**src/rtl/mvm_uart_rx.sv**
```systemverilog
// UART receiver: deserialises the rx line into BITS_PER_WORD-bit words and
// presents them on a valid/ready stream for the MVM input loader.
// Frame: start bit (0), BITS_PER_WORD data bits LSB-first, stop bit (1).
module mvm_uart_rx #(
  parameter int unsigned CLOCKS_PER_PULSE = 54,
  parameter int unsigned BITS_PER_WORD    = 8
) (
  input  logic                     clk,
  input  logic                     rstn,
  input  logic                     rx,
  output logic [BITS_PER_WORD-1:0] m_data,
  output logic                     m_valid,
  input  logic                     m_ready,
  output logic                     frame_err,
  output logic                     overflow
);

  localparam int unsigned CW       = (CLOCKS_PER_PULSE > 1) ? $clog2(CLOCKS_PER_PULSE) : 1;
  localparam int unsigned IW       = (BITS_PER_WORD > 1) ? $clog2(BITS_PER_WORD) : 1;
  localparam int unsigned HALF     = CLOCKS_PER_PULSE / 2;
  localparam logic [CW-1:0] CNT_MID  = CW'(HALF - 1);
  localparam logic [CW-1:0] CNT_LAST = CW'(CLOCKS_PER_PULSE - 1);
  localparam logic [IW-1:0] IDX_LAST = IW'(BITS_PER_WORD - 1);

  typedef enum logic [1:0] {
    IDLE  = 2'd0,
    START = 2'd1,
    DATA  = 2'd2,
    STOP  = 2'd3
  } state_t;

  state_t                   state;
  logic [CW-1:0]            cnt;
  logic [IW-1:0]            idx;
  logic [BITS_PER_WORD-1:0] shreg;
  logic                     rx_m;
  logic                     rx_s;

  // Two-flop synchroniser; resets to the idle (high) line level.
  always_ff @(posedge clk or negedge rstn) begin
    if (!rstn) begin
      rx_m <= 1'b1;
      rx_s <= 1'b1;
    end else begin
      rx_m <= rx;
      rx_s <= rx_m;
    end
  end

  // Frame FSM, bit timing, shift register and registered output slot.
  always_ff @(posedge clk or negedge rstn) begin
    if (!rstn) begin
      state     <= IDLE;
      cnt       <= '0;
      idx       <= '0;
      shreg     <= '0;
      m_data    <= '0;
      m_valid   <= 1'b0;
      frame_err <= 1'b0;
      overflow  <= 1'b0;
    end else begin
      frame_err <= 1'b0;
      overflow  <= 1'b0;
      // A handshake empties the slot unless a new word is loaded below.
      if (m_valid && m_ready) begin
        m_valid <= 1'b0;
      end
      case (state)
        IDLE: begin
          if (!rx_s) begin
            cnt   <= '0;
            state <= START;
          end
        end
        START: begin
          if (cnt == CNT_MID) begin
            // Line back high at mid start bit means a glitch, not a frame.
            if (rx_s) begin
              state <= IDLE;
            end else begin
              cnt   <= '0;
              idx   <= '0;
              state <= DATA;
            end
          end else begin
            cnt <= cnt + CW'(1);
          end
        end
        DATA: begin
          if (cnt == CNT_LAST) begin
            shreg[idx] <= rx_s;
            cnt        <= '0;
            if (idx == IDX_LAST) begin
              state <= STOP;
            end else begin
              idx <= idx + IW'(1);
            end
          end else begin
            cnt <= cnt + CW'(1);
          end
        end
        STOP: begin
          if (cnt == CNT_LAST) begin
            // Return to IDLE on the sample cycle so back-to-back frames work.
            cnt   <= '0;
            state <= IDLE;
            if (!rx_s) begin
              frame_err <= 1'b1;
            end else if (!m_valid || m_ready) begin
              m_data  <= shreg;
              m_valid <= 1'b1;
            end else begin
              overflow <= 1'b1;
            end
          end else begin
            cnt <= cnt + CW'(1);
          end
        end
        default: state <= IDLE;
      endcase
    end
  end

endmodule

```
**config.mk**
```make
export PLATFORM = sky130hd
export DESIGN_NAME = mvm_uart_rx
export DESIGN_NICKNAME = d
export VERILOG_FILES = /design/src/rtl/mvm_uart_rx.sv
export SDC_FILE = /design/constraint.sdc
export NUM_CORES = 1
export LEC_CHECK = 0
export BUFFER_PORTS_ARGS = -buffer_cell sky130_fd_sc_hd__buf_2
export CORE_ASPECT_RATIO = 0.6
export CORE_MARGIN = 2
export CORE_UTILIZATION = 50
export CTS_CLUSTER_SIZE = 10
export DETAILED_ROUTE_END_ITERATION = 8
export MAX_ROUTING_LAYER = met4
export PLACE_DENSITY = 0.69
export SLEW_MARGIN = 20
export SYNTH_ARGS = -nofsm -noshare
export SYNTH_HDL_FRONTEND = slang
export SYNTH_SLANG_ARGS = --single-unit
```
**constraint.sdc**
```tcl
create_clock -name clk -period 1.96 [get_ports clk]
set_input_delay 0.392 -clock clk [delete_from_list [all_inputs] [get_ports clk]]
set_output_delay 0.392 -clock clk [all_outputs]
set_load 0.1 [all_outputs]
```
==> reports/summary.txt <==
Starting density of the core: 0.5447
Gates resized, CTS repair: 0
Power Density: 820.1 nW/um^2
Clk buf depth: 2
Die W: 77.38 um
Initial antenna violation count: 0
Status: complete, no violations
Syn Nets: 147
Ratio of cells with drive above 1 in the final layout: 0.3038
Vias per inst: 5.315
Most common cell in the netlist: dfrtp_1
DP Worst Slack: 140.3 ps
Final nets: 166
TritonCTS buffer count: 5
Max cap viols: 0
Antenna cell count: 0
Worst hold margin: 151.9 ps
IO Port Bufs: 14
Post-DP HPWL: 2102 um
Area of the mapped netlist: 1615 sq um
Final setup viols: 0
Crit Path Max Fanout: 8
Min-Delay Path Class: in2async
Setup Buffers After CTS: 0
Cell row count: 15
Mean Syn Cell Area: 11.71 sq um
# IOs: 15
Max-slew violations: 0
Slew HR: 0.5526
Clock Skew: 5.651 ps
Type of origin of the critical path: flop
Number of global-route vias before repair: 991
Root buffer cell: clkbuf_8
H-tree depth: 2
Layout fillers: 255
Top_reg_cell synth: dfrtp_1
Global-route wire length before repair: 4774 um
Crit path kind: reg2reg
Worst Setup End Kind: flop
Max Freq: 545.4 MHz
Die Area: 3716 sq um
Static leakage: 0.9160 nW
Length of the first detailed-routing pass in iterations: 4
Total Neg Setup Slack: 0 ps
Post-synth EDFFs: 0
Syn-to-layout area delta: 13.01%
Worst-Margin Slew: 671.1 ps
DRT iter0 DRCs: 73
Final worst-path cycle share: 0.9355
Flops & latches, synth: 32
Share of flip-flops with an asynchronous set or reset: 1.000
Antenna Violating Nets Remaining: 0
DRC: 0
Detailed-route via count: 1,063
Synth top area share: 0.4648
Unrepaired setup endpoints after global routing: no
Post-synthesis instance total: 138
Clk_lat worst skew: 270 ps
Post-synthesis sequential area ratio: 0.4973
Synth area leaders: dfrtp_1, mux2_4, mux2_1
Core area: 2965 sq um
Ys Warns: 0
Final WS setup: 126.5 ps
Clk sinks: 32
Critical Path AT: 1990 ps
Final worst path period need: 1834 ps
Chip Height: 48.03 um
Final GP Congestion: 0.8964
CTS tree: yes
CTS clk-pin slew, worst paths: 60 ps
Wire per inst: 14.25 um
Hold buffers post-CTS: 0
Dominant cell type by area after synthesis: dfrtp_1
Util after Layout: 0.6156
Synth unique cells: 41
Largest net degree at the start of global routing: 33
Gr ovfl total: 0
Maximum vdd drop: 0.5294 mV
Routed wire length: 2849 um
Commonest cells in the netlist: dfrtp_1, nand2_1, mux2_4
Worst EP required: 2110 ps
GRT Total Usage: 0.1796
Final hold violations: 0
==> path summary, 6_finish.rpt <==
| path | start | endpoint | slack, ps | cells after the start |
|---|---|---|---|---|
| setup / recovery | cnt[1] | m_data[2] | 130 | 6 |
| hold / removal | rstn | cnt[4] | 150 | 1 |
| setup reg to reg | cnt[1] | m_data[2] | 130 | 6 |
| hold reg to reg | rx_m | rx_s | 360 | 0 |
| max in group asynchronous | rstn | m_data[0] | 1380 | 1 |
| min in group clk | rx | rx_m | 220 | 1 |
==> registers in the layout (all words and copies together) (netlist names), named ones only <==
signal and count:
m_data 8, shreg 8, cnt 6, idx 3, frame_err 1, m_valid 1
overflow 1, rx_m 1, rx_s 1, state 1
==> placed cells by master, fill, tap and decap left out, types with 2 or more instances in the layout <==
master,instances
dfrtp_1,30
nor2_1,8
dfstp_2,2
nand2_1,17
buf_4,3
clkbuf_1,2
nand3_1,5
mux2_1,6
o21ai_2,2
inv_1,6
o211ai_1,3
clkbuf_8,6
mux2_4,12
buf_2,14
nand4b_1,2
o21ai_0,5
mux2i_1,2
a21oi_1,3
nor3_1,3
ha_1,5
==> routing by layer <==
layer  global-route usage  share of wire  vias to the layer above
li1                     -              -                      526
met1               0.2411           0.53                      520
met2               0.2678           0.43                       15
met3              0.05283          0.040                        2
met4              0.05357         0.0028                        0
met5                    -              0                        -
==> kinds of logic (layout without fill, tap and decap cells) <==
logic type | Yosys count | in the layout | share of synthesized area
muxes | 20 | 20 | 0.1658
xor gates and xnor gates | 1 | 1 | 0.005423
adders and majority gates | 5 | 5 | 0.03873
AOI/OAI and AO/OA | 17 | 17 | 0.07358
and+or+nand+nor | 52 | 52 | 0.1898
buffers and inverters | 11 | 31 | 0.02944
DFF | 32 | 32 | 0.4973
==> report_power, final <==
| group | total (mW) | internal [mW] | switching (mW) | leakage (nW) |
|---|---|---|---|---|
| combinational | 0.225 | 0.0896 | 0.135 | 0.438 |
| clock | 0.498 | 0.286 | 0.212 | 0.0455 |
| sequential | 0.774 | 0.705 | 0.0698 | 0.433 |
| total | 1.50 | 1.08 | 0.417 | 0.916 |
==> per-stage QoR <==
stage | area (sq um) | instances | power [mW]
finish | 1826 | 200 | 1.497
floorplan | 1615 | 138 | 0.9271
detailed placement | 1735 | 192 | 1.004
global placement | 1735 | 192 | 0.9992
global route | 1826 | 200 | 1.580
CTS | 1826 | 200 | 1.514
==> layout make-up <==
class	instances	area [sq um]	area share
clock buffer	8	90.09	0.04935
multi-input combinational	95	764.5	0.4188
inverter	6	22.52	0.01234
sequential	32	803.3	0.4400
timing repair buffer	17	92.59	0.05072
tap	42	52.55	0.02879
==> critical path, cell delays in order, from the launching register on <==
cell,delay [ps]
dfrtp_1,440
inv_1,80
ha_1,130
and4b_1,350
and2_4,210
nand3_4,160
mux2_4,350
(Power assumes the default switching activity.)
